$ cat config.mk
export PLATFORM = sky130hd
export DESIGN_NAME = sdram_rd_pipe
export DESIGN_NICKNAME = d
export VERILOG_FILES = /design/src/rtl/sdram_rd_pipe.sv
export SDC_FILE = /design/constraint.sdc
export NUM_CORES = 1
export LEC_CHECK = 0
export BUFFER_PORTS_ARGS = -buffer_cell sky130_fd_sc_hd__buf_4
export CAP_MARGIN = 25
export CORE_MARGIN = 2
export CORE_UTILIZATION = 40
export CTS_CLUSTER_DIAMETER = 150
export DETAILED_ROUTE_END_ITERATION = 6
export PLACE_DENSITY = 0.67
export SLEW_MARGIN = 20
export SYNTH_ARGS = -nofsm -noshare
export SYNTH_HDL_FRONTEND = slang
export SYNTH_SLANG_ARGS = --single-unit
$ cat constraint.sdc
create_clock -name clk -period 2.6 [get_ports clk]
set_clock_uncertainty 0.05 [all_clocks]
set_input_delay 0.52 -clock clk [delete_from_list [all_inputs] [get_ports clk]]
set_output_delay 0.52 -clock clk [all_outputs]
set_load 0.05 [all_outputs]
$ cat src/rtl/sdram_rd_pipe.sv
// Read-latency shift register: valid and data march one stage per clock and
// the output is taken from a runtime-selected stage.
module sdram_rd_pipe #(
  parameter int DEPTH = 3,
  parameter int W     = 16
) (
  input  logic                     clk,
  input  logic                     rst_n,
  input  logic                     valid_i,
  input  logic [W-1:0]             data_i,
  input  logic [$clog2(DEPTH)-1:0] tap_i,
  output logic                     valid_o,
  output logic [W-1:0]             data_o
);

  logic [DEPTH-1:0] valid_q;
  logic [W-1:0]     data_q [DEPTH];

  always_ff @(posedge clk or negedge rst_n) begin
    if (!rst_n) begin
      valid_q <= '0;
      for (int i = 0; i < DEPTH; i++) data_q[i] <= '0;
    end else begin
      valid_q   <= {valid_q[DEPTH-2:0], valid_i};
      data_q[0] <= data_i;
      for (int i = 1; i < DEPTH; i++) data_q[i] <= data_q[i-1];
    end
  end

  // Data is forced to zero outside its single valid cycle.
  assign valid_o = valid_q[tap_i];
  assign data_o  = valid_o ? data_q[tap_i] : '0;

endmodule

==> impl_metrics.csv, run 1 <==
group,metric,value,unit
outcome,status,"complete, no violations",
die,die_area,0.005190,mm^2
critical_path,crit_buf_inv,3,
critical_path,cp_common_cell,"buf_4",
synth,synthAdderAreaFrac,0,
critical_path,critPathArrivalTime,1730,ps
sta,max_slew_margin,0.6049,
route,drt-total-wl,3047,um
critical_path,r2r_cells,0,
critical_path,slowest_delay,270,ps
synth,synth_compound_area_frac,0.07770,
critical_path,crit_type,"primary input to output port",
sta,tns,0,ps
pwr,combPwrFrac,0.139,
die,rows,24,
synth,ys_types,14,
placement,dp_hpwl,2147,um
critical_path,timing.rr.end,"valid_q[2]",
sta,fmax,433.9,MHz
pwr,power_density,667.1,mW/mm^2
clock_tree,cts_sinks,51,
clock_tree,holdBufCountCts,0,
sta,worst_pin_slew,592.6,ps
die,io_pins,38,
critical_path,required,2030,ps
synth,ys_seq_area_frac,0.6892,
synth,yosys.area_share.xor_xnor,0,
pwr,switching_share,0.2487,
route,wl_per_cell,13.91,um
critical_path,cp-start-kind,"primary input",
sta,hold_viol,0,
clock_tree,cts_buffers,5,
clock_tree,cts_resized,0,
route,vias,1034,
route,avgViaCountPerCell,4.721,
pwr,ir_drop,345.7,uV
global_route,grt_usage,0.1332,
layout,antenna_cells,0,
critical_path,timing.rr.start,"valid_q[1]",
global_route,grt_pass1_vias,1085,
global_route,grt_max_degree,52,
clock_tree,cts.clk_slew.worst_paths,80,ps
synth,ys_seq_elements,51,
synth,synth_fp_nets,146,
die,die_w,72.04,um
pwr,switchingPower,0.0003718,W
critical_path,regToRegSetupSlack,2010,ps
pwr,intPower,0.001123,W
sta,maxSlewViolCount,0,
synth,synth_cells,125,
sta,rsz0062_at_grt,"false",
route,firstDrtPassIters,4,
critical_path,crit_chain,"buf_4 > buf_4 > mux2i_1 > or2_2 > a21oi_1 > buf_4",
global_route,overflow,0,
pwr,p_clk_frac,0.291,
sta,timing.final.crit_share,0.8865,
clock_tree,cts_tree,"yes",
sta,setup_viol,0,
placement,gp_congestion,0.7323,
min_path,hold_class,"primary input to async pin",
synth,synth_top_family_by_area,"multiplexers",
layout,fin_nets,188,
layout,fillers,384,
global_route,antenna_found_initial,0,
pwr,finalPower,0.001495,W
critical_path,cp-end-kind,"output port",
clock_tree,clk_path_buf_depth,2,
layout,layout_common_cells,"dfrtp_1 (51), buf_4 (41), mux2i_1 (16), or2_2 (16), nand2_1 (16)",
layout,drive_above_1_share,0.4671,
die,die_h,72.04,um
sta,whs,186.1,ps
route,drc,0,
pwr,sequentialPowerShare,0.570,
synth,synth.area.top_cells,"dfrtp_1 (69%), mux2i_1 (8.6%), or2_2 (5.4%)",
clock_tree,htreeDepth,2,
clock_tree,worstSkewPairLatency,290,ps
synth,syn_area,0.001852,mm^2
sta,period_minus_slack,2305,ps
route,drtAntennaViolNets,0,
critical_path,worst_path_max_delay_cell,"or2_2",
job,drv_cap,0,
die,core_area,0.004414,mm^2
die,initial_core_util,0.4195,
critical_path,crit_path_max_fanout,10,
synth,synth-simple-area-share,0.09392,
clock_tree,clockRootBuffer,"clkbuf_8",
clock_tree,post-cts-setup-buffers,0,
synth,yosysWarnings,0,
critical_path,crit_family,"buffers and inverters",
placement,io_buffers,37,
synth,yosys.area.top_type,"dfrtp_1",
pwr,p_leak,1.046,nW
route,drt_iter0_drc,40,
synth,avgSynthCellArea,14.81,um^2
layout,final_common_cell,"dfrtp_1",
global_route,grt_pass1_wl,5112,um
synth,synth.mux.area_fraction,0.09865,
layout,syn2layout_area_growth,21.01,%
synth,synth.top_cell.area_share,0.6892,
==> cell usage after synthesis, drive strengths merged <==
master / number
a21oi: 16
a2bb2oi: 1
buf: 4
clkbuf: 2
dfrtp: 51
inv: 1
mux2i: 17
nand2: 16
nor2b: 1
or2: 16
==> power by group through the flow <==
stage	Combinational [W]	Clock (W)	Sequential, W
floorplan	0.000140	0	0.000862
global route	0.000223	0.000499	0.000857
finish	0.000208	0.000435	0.000852
detailed placement	0.000211	0	0.000868
global placement	0.000209	0	0.000866
CTS	0.000211	0.000455	0.000853
==> registers in the layout (all words and copies together) (netlist names) <==
name / cells
data_q: 48
valid_q: 3
==> cell type report <==
cell class / count / area, um^2 / area share
sequential: 51 / 1276 / 0.5695
multi-input combinational: 67 / 500.5 / 0.2233
timing repair buffer: 41 / 307.8 / 0.1374
clock buffer: 6 / 82.58 / 0.03685
tap: 52 / 65.06 / 0.02903
clock inverter: 1 / 5.005 / 0.002233
inverter: 1 / 3.754 / 0.001675
==> per-stage QoR <==
| stage | setup WS [ps] | cell area, um^2 | cells | utilization |
|---|---|---|---|---|
| finish | 295.2 | 2241 | 219 | 0.5077 |
| detailed placement | 295.7 | 2153 | 212 | 0.4878 |
| floorplan | 226.6 | 1852 | 125 | - |
| CTS | 285.5 | 2241 | 219 | 0.5077 |
| global route | 220.8 | 2241 | 219 | 0.5077 |
| global placement | 314.3 | 2153 | 212 | 0.4878 |
==> logic make-up (layout without fill, tap and decap cells) <==
| group | count (synthesis) | after routing |
|---|---|---|
| DFF | 51 | 51 |
| AOI/OAI and AO/OA | 17 | 17 |
| muxes | 17 | 17 |
| buffers and inverters | 7 | 49 |
| and+or+nand+nor | 33 | 33 |
==> layer usage <==
layer | wire length (um) | up-vias | share of wire | track usage
met5 | 0 | - | 0 | 0
met4 | 87 | 0 | 0.029 | 0.08386
met3 | 111 | 9 | 0.036 | 0.04028
met2 | 1685 | 19 | 0.55 | 0.2212
met1 | 1163 | 515 | 0.38 | 0.1501
li1 | - | 491 | - | -
==> how the worst max path moves through the flow <==
stage             start          to  slack (ps)  depth (start not counted)
2_1_floorplan  tap_i[0]   data_o[0]         230                          4
3_5_place_dp   tap_i[0]   data_o[0]         300                          6
6_report       tap_i[0]   data_o[1]         300                          6
5_1_grt        tap_i[0]   data_o[2]         220                          6
3_3_place_gp   tap_i[0]  data_o[15]         310                          6
4_1_cts        tap_i[0]   data_o[0]         290                          6
(Power assumes the default switching activity.)
==> inputs of run 2 (changes only) <==
--- a/config.mk
+++ b/config.mk
@@ -5,7 +5,7 @@
 export SDC_FILE = /design/constraint.sdc
 export NUM_CORES = 1
 export LEC_CHECK = 0
-export BUFFER_PORTS_ARGS = -buffer_cell sky130_fd_sc_hd__buf_4
+export BUFFER_PORTS_ARGS = -buffer_cell sky130_fd_sc_hd__buf_2
 export CAP_MARGIN = 25
 export CORE_MARGIN = 2
 export CORE_UTILIZATION = 40
==> run 2 against run 1 <==
Net effect:
- design area down 2.3%
- count of clock-buffer cells in the layout unchanged
- worst setup slack worse by 80 ps
- global-route usage down 0.076 points
- critical path depth unchanged
==> impl_metrics.csv, run 2 (synthesis results as in run 1) <==
group,metric,value,unit
clock_tree,cts_buffers,5,
min_path,hold_class,"primary input to async pin",
layout,antenna_cells,0,
global_route,grt_pass1_wl,5112,um
critical_path,crit_path_max_fanout,9,
die,io_pins,38,
clock_tree,clockRootBuffer,"clkbuf_8",
sta,period_minus_slack,2384,ps
critical_path,crit_family,"buffers and inverters",
placement,io_buffers,37,
global_route,overflow,0,
route,avgViaCountPerCell,4.688,
layout,fin_nets,192,
clock_tree,worstSkewPairLatency,300,ps
die,initial_core_util,0.4195,
route,drt-total-wl,2932,um
route,vias,1050,
critical_path,crit_type,"primary input to output port",
critical_path,slowest_delay,290,ps
sta,hold_viol,0,
route,firstDrtPassIters,3,
layout,regMostFlops,"data_q",
sta,timing.final.crit_share,0.9171,
route,drtAntennaViolNets,0,
clock_tree,cts_resized,0,
outcome,status,"complete, no violations",
layout,top_regs,"data_q (48), valid_q (3)",
clock_tree,cts_sinks,51,
sta,whs,36.29,ps
clock_tree,clk_path_buf_depth,2,
layout,fillers,376,
route,drt_iter0_drc,18,
sta,setup_viol,0,
die,die_w,72.04,um
clock_tree,holdBufCountCts,0,
clock_tree,htreeDepth,2,
critical_path,critPathArrivalTime,1810,ps
critical_path,path_depth,6,
sta,max_slew_margin,0.8005,
sta,rsz0062_at_grt,"false",
route,drc,0,
sta,tns,0,ps
route,wl_per_cell,13.09,um
global_route,grt_usage,0.1324,
layout,layout_common_cells,"dfrtp_1 (51), buf_2 (37), mux2i_1 (16), or2_2 (16), nand2_1 (16)",
layout,largest_reg_flops,48,
pwr,p_leak,1.046,nW
critical_path,cp-start-kind,"primary input",
pwr,finalPower,0.001473,W
pwr,ir_drop,454.2,uV
sta,worst_pin_slew,299.2,ps
placement,gp_congestion,0.7420,
layout,final_common_cell,"dfrtp_1",
layout,syn2layout_area_growth,18.18,%
job,drv_cap,0,
die,die_h,72.04,um
pwr,power_density,673.3,mW/mm^2
layout,drive_above_1_share,0.4767,
clock_tree,cts_tree,"yes",
critical_path,required,2030,ps
critical_path,cp_common_cell,"buf_2",
critical_path,cp-end-kind,"output port",
global_route,grt_pass1_vias,1092,
global_route,antenna_found_initial,0,
sta,maxSlewViolCount,0,
layout,multi_input_area,500.5,um^2
die,core_area,0.004414,mm^2
critical_path,worst_path_max_delay_cell,"buf_2",
placement,dp_hpwl,2188,um
clock_tree,cts.clk_slew.worst_paths,80,ps
layout,utilization,0.4957,
layout,ff_latch_area,0.001276,mm^2
critical_path,crit_buf_inv,3,
critical_path,r2r_cells,0,
global_route,grt_max_degree,22,
clock_tree,post-cts-setup-buffers,0,
sta,fmax,419.4,MHz
die,die_area,0.005190,mm^2
die,rows,24,
critical_path,crit_chain,"buf_2 > buf_4 > mux2i_1 > or2_2 > a21oi_1 > buf_2",
==> run 2: final timing paths <==
check	slack [ps]	start	endpoint
setup / recovery	220	tap_i[0]	data_o[1]
setup reg to reg	2000	valid_q[0]	valid_q[1]
min in group clk	270	data_i[14]	data_q[46]
hold / removal	40	rst_n	data_q[15]
max in group asynchronous	1920	rst_n	data_q[12]
hold reg to reg	330	data_q[21]	data_q[5]
==> run 2: layout make-up <==
class / instances / share of cell area
clock buffer: 6 / 0.03316
clock inverter: 2 / 0.005718
inverter: 1 / 0.001715
multi-input combinational: 67 / 0.2287
sequential: 51 / 0.5832
tap: 52 / 0.02973
timing repair buffer: 45 / 0.1178
==> run 2: stage by stage <==
step | setup WS [ps] | instances | instance area, um^2
2_1_floorplan | 226.6 | 125 | 1852
3_3_place_gp | 219.8 | 216 | 2103
3_5_place_dp | 211.4 | 216 | 2103
4_1_cts | 206.7 | 224 | 2188
5_1_grt | 136.9 | 224 | 2188
6_report | 215.6 | 224 | 2188
==> run 2: power breakdown <==
group | switching [W] | leakage, nW | internal, W | total [W]
logic | 0.000126 | 0.410 | 0.0000706 | 0.000196
clock network | 0.000238 | 0.0412 | 0.000188 | 0.000426
registers | 0.0000186 | 0.594 | 0.000832 | 0.000851
total | 0.000382 | 1.05 | 0.00109 | 0.00147
==> run 2: layer usage <==
layer	vias to the layer above	part of all wire	routed length [um]	track usage
li1	500	-	-	-
met1	526	0.40	1161	0.1533
met2	18	0.54	1592	0.2222
met3	6	0.040	116	0.04444
met4	0	0.021	61	0.06289
met5	-	0	0	0
==> inputs of run 3 (changes only) <==
--- a/config.mk
+++ b/config.mk
@@ -8,10 +8,10 @@
 export BUFFER_PORTS_ARGS = -buffer_cell sky130_fd_sc_hd__buf_2
 export CAP_MARGIN = 25
 export CORE_MARGIN = 2
-export CORE_UTILIZATION = 40
+export CORE_UTILIZATION = 50
 export CTS_CLUSTER_DIAMETER = 150
 export DETAILED_ROUTE_END_ITERATION = 6
-export PLACE_DENSITY = 0.67
+export PLACE_DENSITY = 0.8
 export SLEW_MARGIN = 20
 export SYNTH_ARGS = -nofsm -noshare
 export SYNTH_HDL_FRONTEND = slang
==> run 3 against run 2 <==
Net effect:
- highest routed layer unchanged
- via count shrank 0.57%
- critical path type unchanged
- critical path depth unchanged
- global-route usage increased by 2.6 points
- worst hold slack improved by 100 ps
- wire length fell by 1.3%
- utilization grew 10 points
- critical endpoint is now data_o[5]
- largest cell class unchanged
- first-iteration DRC count shrank 11%
==> impl_metrics.csv, run 3 (synthesis results as in run 1) <==
group,metric,value,unit
outcome,status,"complete, no violations",
layout,layout_common_cells,"dfrtp_1 (51), buf_2 (37), mux2i_1 (16), or2_2 (16), nand2_1 (16)",
layout,final_cells,218,
pwr,p_leak,1.041,nW
clock_tree,post-cts-setup-buffers,0,
clock_tree,cts_sinks,51,
clock_tree,cts_tree,"yes",
sta,max_slew_margin,0.6482,
sta,period_minus_slack,2290,ps
route,vias,1044,
placement,dp_hpwl,2175,um
global_route,grt_pass1_wl,4733,um
sta,timing.final.crit_share,0.8809,
clock_tree,cts.clk_slew.worst_paths,90,ps
layout,fin_nets,191,
sta,rsz0062_at_grt,"false",
critical_path,cp-start-kind,"primary input",
route,drc,0,
global_route,overflow,0,
die,io_pins,38,
route,avgViaCountPerCell,4.789,
clock_tree,clockRootBuffer,"clkbuf_8",
critical_path,timing.rr.start,"valid_q[0]",
route,firstDrtPassIters,4,
die,die_h,64.86,um
critical_path,startpoint,"tap_i[0]",
pwr,power_density,683.6,mW/mm^2
layout,final_common_cell,"dfrtp_1",
critical_path,required,2030,ps
die,die_w,64.86,um
die,rows,22,
clock_tree,htreeDepth,2,
layout,syn2layout_area_growth,16.96,%
critical_path,regToRegSetupSlack,2010,ps
clock_tree,cts_buffers,5,
critical_path,timing.rr.end,"valid_q[1]",
route,wl_per_cell,13.28,um
clock_tree,holdBufCountCts,0,
global_route,antenna_found_initial,0,
clock_tree,worstSkewPairLatency,300,ps
global_route,grt_usage,0.1581,
placement,gp_congestion,0.7939,
critical_path,crit_path_max_fanout,10,
sta,hold_viol,0,
route,drt-total-wl,2894,um
sta,tns,0,ps
sta,maxSlewViolCount,0,
placement,placed_cells,211,
layout,regMostFlops,"data_q",
layout,top_regs,"data_q (48), valid_q (3)",
placement,io_buffers,37,
sta,fin_ws,309.8,ps
critical_path,cp-end-kind,"output port",
pwr,ir_drop,408.0,uV
global_route,grt_max_degree,28,
critical_path,critPathArrivalTime,1720,ps
placement,pre_cts_slack,307.6,ps
global_route,grt_pass1_vias,1062,
job,drv_cap,0,
layout,antenna_cells,0,
sta,worst_pin_slew,527.6,ps
sta,fmax,436.6,MHz
critical_path,crit_type,"primary input to output port",
die,initial_core_util,0.5135,
clock_tree,cts_resized,0,
route,drtAntennaViolNets,0,
critical_path,r2r_cells,0,
die,die_area,0.004206,mm^2
layout,largest_reg_flops,48,
route,drt_iter0_drc,16,
sta,setup_viol,0,
min_path,hold_class,"primary input to async pin",
die,core_area,0.003606,mm^2
layout,drive_above_1_share,0.4765,
clock_tree,clk_path_buf_depth,2,
-- run 3: power breakdown --
part / switching [W] / leakage [nW] / internal (W) / total [W]
sequential: 0.0000190 / 0.594 / 0.000833 / 0.000852
clock: 0.000228 / 0.0470 / 0.000209 / 0.000437
combinational: 0.000125 / 0.400 / 0.0000670 / 0.000192
-- run 3: worst max-delay path by stage --
| stage | to | cells after the start |
|---|---|---|
| after floorplan | data_o[0] | 4 |
| after global routing | data_o[15] | 6 |
| after detailed placement | data_o[11] | 6 |
| final | data_o[5] | 6 |
| after global placement | data_o[11] | 6 |
| after CTS | data_o[11] | 6 |
-- run 3: critical path: stages --
cell and delay [ps]:
buf_2 170, buf_4 240, mux2i_1 90, or2_2 280, a21oi_2 140, buf_2 280
-- run 3: per-layer routing --
| layer | vias up | routed length [um] | track usage | part of all wire |
|---|---|---|---|---|
| li1 | 497 | - | - | - |
| met1 | 520 | 1162 | 0.1779 | 0.40 |
| met2 | 23 | 1569 | 0.2590 | 0.54 |
| met3 | 4 | 112 | 0.06424 | 0.039 |
| met4 | 0 | 49 | 0.07979 | 0.017 |
| met5 | - | 0 | 0 | 0 |
-- run 3: cell type report --
| type | instances | area, um^2 |
|---|---|---|
| Tap cell | 48 | 60.06 |
| Clock buffer | 6 | 82.58 |
| Inverter | 1 | 3.754 |
| Multi-Input combinational cell | 67 | 500.5 |
| Sequential cell | 51 | 1276 |
| Clock inverter | 1 | 5.005 |
| Fill cell | 297 | 1440 |
| Timing Repair Buffer | 44 | 237.7 |
-- run 3: stage by stage --
| step | total power [W] | util | instance area [um^2] | hold WS, ps |
|---|---|---|---|---|
| 6_report | 0.001481 | 0.6006 | 2166 | 139.5 |
| 5_1_grt | 0.001551 | 0.6006 | 2166 | 177.7 |
| 4_1_cts | 0.001496 | 0.6006 | 2166 | 152.6 |
| 3_5_place_dp | 0.001063 | 0.5763 | 2078 | 312.6 |
| 3_3_place_gp | 0.001056 | 0.5763 | 2078 | 305.1 |
| 2_1_floorplan | 0.001002 | - | 1852 | 174.4 |
